### src/rtl/ram_burst_master.sv
// ============================================================================
// Module   : ram_burst_master
// Purpose  : Burst read/write initiator for a single-port RAM (negedge write,
//            combinational read). Optional command bound check is enabled
//            with the macro RAM_BURST_BOUND_CHECK_EN.
// Revision : 1.0 - initial release
// ============================================================================
`default_nettype none

module ram_burst_master #(
    parameter int DATA_WIDTH = 32,
    parameter int ADDR_WIDTH = 5
) (
    input  logic                  clock,
    input  logic                  reset_n,
    // Command channel
    input  logic                  cmd_valid,
    output logic                  cmd_ready,
    input  logic                  cmd_we,
    input  logic [ADDR_WIDTH-1:0] cmd_address,
    input  logic [ADDR_WIDTH-1:0] cmd_length,
    // Write data channel
    input  logic                  wr_valid,
    output logic                  wr_ready,
    input  logic [DATA_WIDTH-1:0] wr_data,
    // Read data channel
    output logic                  rd_valid,
    input  logic                  rd_ready,
    output logic [DATA_WIDTH-1:0] rd_data,
    output logic                  rd_last,
    // Status
    output logic                  busy,
    output logic                  done,
    output logic                  cmd_error,
    // RAM side
    output logic [ADDR_WIDTH-1:0] ram_address,
    output logic [DATA_WIDTH-1:0] ram_data_in,
    output logic                  ram_we,
    output logic                  ram_chip_select,
    input  logic [DATA_WIDTH-1:0] ram_data_out
);

    typedef enum logic [2:0] {
        ST_IDLE       = 3'd0,
        ST_WR         = 3'd1,
        ST_RD_ISSUE   = 3'd2,
        ST_RD_CAPTURE = 3'd3,
        ST_RD_HOLD    = 3'd4
    } state_t;

    localparam logic [ADDR_WIDTH-1:0] c_addr_one = {{(ADDR_WIDTH-1){1'b0}}, 1'b1};

    state_t                  state_q;
    logic [ADDR_WIDTH-1:0]   cur_addr_q;
    logic [ADDR_WIDTH-1:0]   remaining_q;
    logic                    rd_valid_q;
    logic [DATA_WIDTH-1:0]   rd_data_q;
    logic                    rd_last_q;
    logic                    done_q;
    logic                    cmd_error_q;
    logic [ADDR_WIDTH-1:0]   ram_address_q;
    logic [DATA_WIDTH-1:0]   ram_data_in_q;
    logic                    ram_we_q;
    logic                    ram_chip_select_q;

    logic [ADDR_WIDTH-1:0]   cur_addr_d;
    logic [ADDR_WIDTH-1:0]   remaining_d;
    logic                    w_last;
    logic                    w_cmd_oob;

    assign cur_addr_d  = cur_addr_q + c_addr_one;
    assign remaining_d = remaining_q - c_addr_one;
    assign w_last      = (remaining_q == '0);

`ifdef RAM_BURST_BOUND_CHECK_EN
    // A carry out of the extended sum means the burst would run past the top word.
    logic [ADDR_WIDTH:0] w_bound_sum;
    assign w_bound_sum = {1'b0, cmd_address} + {1'b0, cmd_length};
    assign w_cmd_oob   = w_bound_sum[ADDR_WIDTH];
`else
    assign w_cmd_oob   = 1'b0;
`endif

    always_ff @(posedge clock or negedge reset_n) begin
        if (!reset_n) begin
            state_q           <= ST_IDLE;
            cur_addr_q        <= '0;
            remaining_q       <= '0;
            rd_valid_q        <= 1'b0;
            rd_data_q         <= '0;
            rd_last_q         <= 1'b0;
            done_q            <= 1'b0;
            cmd_error_q       <= 1'b0;
            ram_address_q     <= '0;
            ram_data_in_q     <= '0;
            ram_we_q          <= 1'b0;
            ram_chip_select_q <= 1'b0;
        end else begin
            done_q      <= 1'b0;
            cmd_error_q <= 1'b0;

            case (state_q)
                ST_IDLE: begin
                    ram_chip_select_q <= 1'b0;
                    ram_we_q          <= 1'b0;
                    if (cmd_valid && w_cmd_oob) begin
                        cmd_error_q <= 1'b1;
                    end else if (cmd_valid) begin
                        cur_addr_q  <= cmd_address;
                        remaining_q <= cmd_length;
                        state_q     <= cmd_we ? ST_WR : ST_RD_ISSUE;
                    end
                end

                ST_WR: begin
                    if (wr_valid) begin
                        ram_chip_select_q <= 1'b1;
                        ram_we_q          <= 1'b1;
                        ram_address_q     <= cur_addr_q;
                        ram_data_in_q     <= wr_data;
                        cur_addr_q        <= cur_addr_d;
                        if (w_last) begin
                            state_q <= ST_IDLE;
                            done_q  <= 1'b1;
                        end else begin
                            remaining_q <= remaining_d;
                        end
                    end else begin
                        ram_chip_select_q <= 1'b0;
                        ram_we_q          <= 1'b0;
                    end
                end

                ST_RD_ISSUE: begin
                    ram_chip_select_q <= 1'b1;
                    ram_we_q          <= 1'b0;
                    ram_address_q     <= cur_addr_q;
                    state_q           <= ST_RD_CAPTURE;
                end

                // The RAM read path is combinational, so data for the address
                // registered in ST_RD_ISSUE is valid throughout this cycle.
                ST_RD_CAPTURE: begin
                    rd_data_q         <= ram_data_out;
                    rd_valid_q        <= 1'b1;
                    rd_last_q         <= w_last;
                    ram_chip_select_q <= 1'b0;
                    cur_addr_q        <= cur_addr_d;
                    state_q           <= ST_RD_HOLD;
                end

                ST_RD_HOLD: begin
                    if (rd_ready) begin
                        rd_valid_q <= 1'b0;
                        rd_last_q  <= 1'b0;
                        if (w_last) begin
                            state_q <= ST_IDLE;
                            done_q  <= 1'b1;
                        end else begin
                            remaining_q <= remaining_d;
                            state_q     <= ST_RD_ISSUE;
                        end
                    end
                end

                default: begin
                    state_q <= ST_IDLE;
                end
            endcase
        end
    end

    assign cmd_ready       = (state_q == ST_IDLE);
    assign wr_ready        = (state_q == ST_WR);
    assign busy            = (state_q != ST_IDLE);
    assign rd_valid        = rd_valid_q;
    assign rd_data         = rd_data_q;
    assign rd_last         = rd_last_q;
    assign done            = done_q;
    assign cmd_error       = cmd_error_q;
    assign ram_address     = ram_address_q;
    assign ram_data_in     = ram_data_in_q;
    assign ram_we          = ram_we_q;
    assign ram_chip_select = ram_chip_select_q;

endmodule

`default_nettype wire

### config.mk
export PLATFORM = sky130hd
export DESIGN_NAME = ram_burst_master
export DESIGN_NICKNAME = d
export VERILOG_FILES = /design/src/rtl/ram_burst_master.sv
export SDC_FILE = /design/constraint.sdc
export NUM_CORES = 1
export LEC_CHECK = 0
export BUFFER_PORTS_ARGS = -buffer_cell sky130_fd_sc_hd__buf_2
export CORE_ASPECT_RATIO = 1.2
export CORE_MARGIN = 2
export CORE_UTILIZATION = 48
export DETAILED_ROUTE_END_ITERATION = 10
export HOLD_SLACK_MARGIN = 0.12
export PLACE_DENSITY_LB_ADDON = 0.08
export SYNTH_ARGS = -nofsm -noshare
export SYNTH_HDL_FRONTEND = slang
export SYNTH_SLANG_ARGS = --single-unit
### constraint.sdc
create_clock -name clock -period 1.87 [get_ports clock]
set_input_delay 0.187 -clock clock [delete_from_list [all_inputs] [get_ports clock]]
set_output_delay 0.187 -clock clock [all_outputs]
set_load 0.05 [all_outputs]
-- Word level (Yosys, flattened, before mapping)
Index checks and enable logic that the tools add are counted.
- output and inout port bits: 78
- flip-flop bits (word level): 87
- RAM bits: 0
- memory bits (read-only): 0
- memories kept: 0
- bits of input ports: 80
- latch bits: 0
- reduce and logical (&&, ||, !) cells: 17
- magnitude comparators: 0
- bitwise logic cells: 0
- eq/ne operators: 8
- multiply operators: 0
- add/sub/neg operators: 2
- shift operators: 0
- div/mod/pow operators: 0
- mux-type cells: 27
- operator list (kind ; count):
    $mux 5 ; 7
    $pmux 5 s3 ; 2
    $pmux 3 s5 ; 1
    $mux 3 ; 4
    $reduce_bool 3->1 ; 4
    $pmux 5 s2 ; 1
    $pmux 1 s2 ; 4
    $reduce_and 4->1 ; 2
    $eq 3x2->1 const B ; 2
    $ne 2x2->1 const B ; 3
    $reduce_and 2->1 ; 3
    $reduce_bool 2->1 ; 3
    $add 5x1->5 const B ; 1
    $logic_not 5->1 ; 1
    $mux 1 ; 5
    $sub 5x1->5 const B ; 1
    $mux 2 ; 2
    $reduce_or 2->1 ; 2
    $eq 3x1->1 const B ; 1
    $eq 3x3->1 const B ; 1
    $logic_not 3->1 ; 1
    $pmux 1 s3 ; 1
    $reduce_and 3->1 ; 1
    $ne 2x1->1 const B ; 1

-- Longest topological paths before layout
- depth in word-level cells: 4
- depth in mapped cells: 6
- gate-level depth less buffers: 6

-- Worst setup path after synthesis
No wires, ideal clock.
- kind: reg2out
- start: reg state_q[1]
- end: out busy
- buffers on the path: 2
- required time: 1683 ps
- arrival: 2437 ps
- path slack: -754 ps
- cell stages (with the launch flop): 5
- cells stage by stage: dfrtp_1 > buf_2 > buf_1 > nor3_1 > inv_1
- word-level cells in the longest chain between the ends: 1
- RTL lines (item ; line ; text):
    from (decl) ; 53 ; state_t state_q;
    from (signal assigned) ; 111 ; state_q <= cmd_we ? ST_WR : ST_RD_ISSUE;
    $reduce_bool 3->1 ; 175 ; assign busy = (state_q != ST_IDLE);
    to (decl) ; 32 ; output logic busy,
Every way passes these cells.

-- Final worst setup path
- start: reg state_q[2]
- end: out busy
Same word-level chain as after synthesis.

==> results.sh <==
export IMPL_status="completed"
export IMPL_hold_ws_ps=133
export IMPL_max_freq_mhz=570
export IMPL_layoutNonFillerInstCount=606
export IMPL_synthArstFlopShare_pct=100
export IMPL_fillers=553
export IMPL_layout_setup_ws_ps=114
export IMPL_max_stage_delay_ps=450
export IMPL_wirelength_um=9200
export IMPL_die_area_sq_mm=0.00851
export IMPL_dp_cells=523
export IMPL_endpoint_kind="output port"
export IMPL_syn2layout_area_growth_pct=50.5
export IMPL_cts_root_buf="clkbuf_8"
export IMPL_hpwl_um=6160
export IMPL_r2r_cells=6
export IMPL_start_util_pct=49.0
export IMPL_nets=592
export IMPL_multi_input_area_sq_mm=0.00148
export IMPL_slew_viol_final=0
export IMPL_skew_ps=6.35
export IMPL_fp_dieW_um=84.6
export IMPL_rows=35
export IMPL_synth_cell_type_count=50
export IMPL_netlist_instances=275
export IMPL_syn_nets=357
export IMPL_cts_htree_levels=3
export IMPL_synth_seq_cells=87
export IMPL_insertion_delay_ps=350
export IMPL_route_detailed_drc=0
export IMPL_overflow=0
export IMPL_cpMaxStageDelayCell="dfrtp_2"
export IMPL_crit_type="flip-flop to output port"
export IMPL_grt_util_all_layers_pct=23.0
export IMPL_place_ws_ps=76.6
export IMPL_reg2reg_slack_ps=140
export IMPL_grt_max_degree=36
export IMPL_ioPinCount=158
export IMPL_place_congestion=0.748
export IMPL_avgSynthCellArea_sq_um=13.6
export IMPL_layout_min_cycle_time_ps=1760
export IMPL_synth_main_ff_cell="dfrtp_1"
export IMPL_antenna_found_initial=0
export IMPL_numCtsBuffers=9
export IMPL_ys_seq_area_share_pct=58.3
export IMPL_diodes=0
export IMPL_hold_path_class="primary input to flip-flop"
export IMPL_routedWlPerCell_um=15.2
export IMPL_coreArea_sq_mm=0.00762
export IMPL_ant_nets=0
export IMPL_maxCapViolCount=0
export IMPL_timing_critical_path_cells="buf_4, buf_4, nor3_4, inv_1, buf_2"
export IMPL_drive_gt1_share_pct=54.1
export IMPL_cts_tree="done"
export IMPL_holdPathStages=3
export IMPL_grt_pass1_vias=3306
export IMPL_portBuffers=156
export IMPL_syn_cell_area_sq_mm=0.00374
export IMPL_cp_common_cell="buf_4"
export IMPL_start_kind="flip-flop"
export IMPL_hold_violations=0
export IMPL_rsz0062_at_grt="no"
export IMPL_grt_first_pass_wirelength_um=15500
export IMPL_finalSetupViolCount=0
export IMPL_drt_initial_drc_count=70
export IMPL_vias_per_cell=5.02
export IMPL_period_share_pct=93.9
export IMPL_crit_arrival_ps=1570
export IMPL_vias=3040
export IMPL_regArea_sq_mm=0.00218
export IMPL_synth_edff_count=0
export IMPL_clkSinkCount=87
export IMPL_die_y_um=101
export IMPL_cp_required_ps=1680
export IMPL_ys_warn_count=0
export IMPL_final_setup_tns_ps=0
export IMPL_clock_path_buffers=2
export IMPL_clk_pin_slew_ps=80
export IMPL_cp_max_fo=8
export IMPL_first_pass_iters=4
==> critical path, delay by kind of cell (launching register included) <==
family	cells	cell delay, ps
buf+inv	4	590
flops	1	450
simple gates	1	190
==> worst paths after layout <==
check / startpoint / to
min in group asynchronous: reset_n / remaining_q[0]
hold reg to reg: ram_chip_select / ram_chip_select
hold / removal: cmd_valid / state_q[0]
setup / recovery: state_q[2] / busy
setup reg to reg: remaining_q[1] / remaining_q[4]
max in group asynchronous: reset_n / ram_data_in[31]
==> Yosys cell counts, types with 4 or more instances <==
cell type  instances  area share, %
a21oi_1           11            1.5
a221oi_1           4           0.94
nand2b_1           5           0.84
dfrtp_1           87             58
nand3b_1           4           0.80
o21ai_0            4           0.54
nand2_1           14            1.4
mux2_2            68             20
nor2_1             8           0.80
buf_2              9            1.2
mux2i_1            6            1.6
inv_1              8           0.80
==> stage by stage <==
step / util, % / area, sq um
6_report: 73.8 / 5630
2_1_floorplan: - / 3750
5_1_grt: 73.8 / 5630
3_5_place_dp: 61.8 / 4710
3_3_place_gp: 61.8 / 4710
4_1_cts: 73.5 / 5600
==> kinds of logic after synthesis <==
family / Yosys count / synth area share (%)
adder cells (fa/ha/maj): 2 / 0.669
AND/OR/NAND/NOR: 48 / 7.30
XOR/XNOR: 1 / 0.435
multiplexers: 75 / 22.4
buffers and inverters: 22 / 3.01
AO/OA/AOI/OAI: 39 / 7.83
other: 1 / 0.100
flip-flops: 87 / 58.3
==> sequential cells by signal, summed over array words and instances, names as in the netlist, 3 cells and up <==
signal       count
ram_data_in     32
rd_data         32
cur_addr_q       5
ram_address      5
remaining_q      5
state_q          3
==> metal layers <==
| layer | part of all wire (%) | routed length, um | global-route usage [%] | vias to the layer above |
|---|---|---|---|---|
| li1 | - | - | - | 1445 |
| met1 | 39 | 3570 | 27.0 | 1474 |
| met2 | 53 | 4860 | 40.5 | 101 |
| met3 | 5.6 | 518 | 5.16 | 20 |
| met4 | 2.8 | 256 | 9.65 | 0 |
| met5 | 0 | 0 | 0 | - |
==> cells in the final DEF (no fill, tap or decap), types with 2 or more instances in the layout <==
cell	instances
buf_2	154
dfrtp_1	86
mux2_2	68
dlygate4sd3_1	67
nand2_1	14
buf_4	14
a21oi_1	11
clkbuf_8	9
nor2_1	8
inv_1	6
mux2i_1	6
nand2b_1	5
nand3b_1	4
o21ai_0	4
a221oi_1	4
buf_12	3
inv_2	2
a211oi_1	2
nor2b_1	2
a21oi_2	2
or2_2	2
a21o_1	2
nand3_1	2
o22ai_1	2
bufinv_16	2
inv_6	2
==> area by class of cell <==
| type | count | area share [%] |
|---|---|---|
| Multi-Input combinational cell | 166 | 26.3 |
| Sequential cell | 87 | 38.7 |
| Inverter | 8 | 0.534 |
| Clock inverter | 6 | 1.67 |
| Timing Repair Buffer | 238 | 28.6 |
| Tap cell | 92 | 2.05 |
| Clock buffer | 9 | 2.20 |
==> timing repair <==
action                                 in CTS  in global routing
endpoints found under the hold margin      96                  0
setup buffers                               0                  1
setup endpoints to repair                   1                  6
pin swaps                                   0                  1
hold buffers                               67                  0
gates resized for setup                     1                  6
cloned                                      0                  0
Power is not shown: default switching activity piles up to over one toggle a cycle in this logic, so the estimate is an artifact.
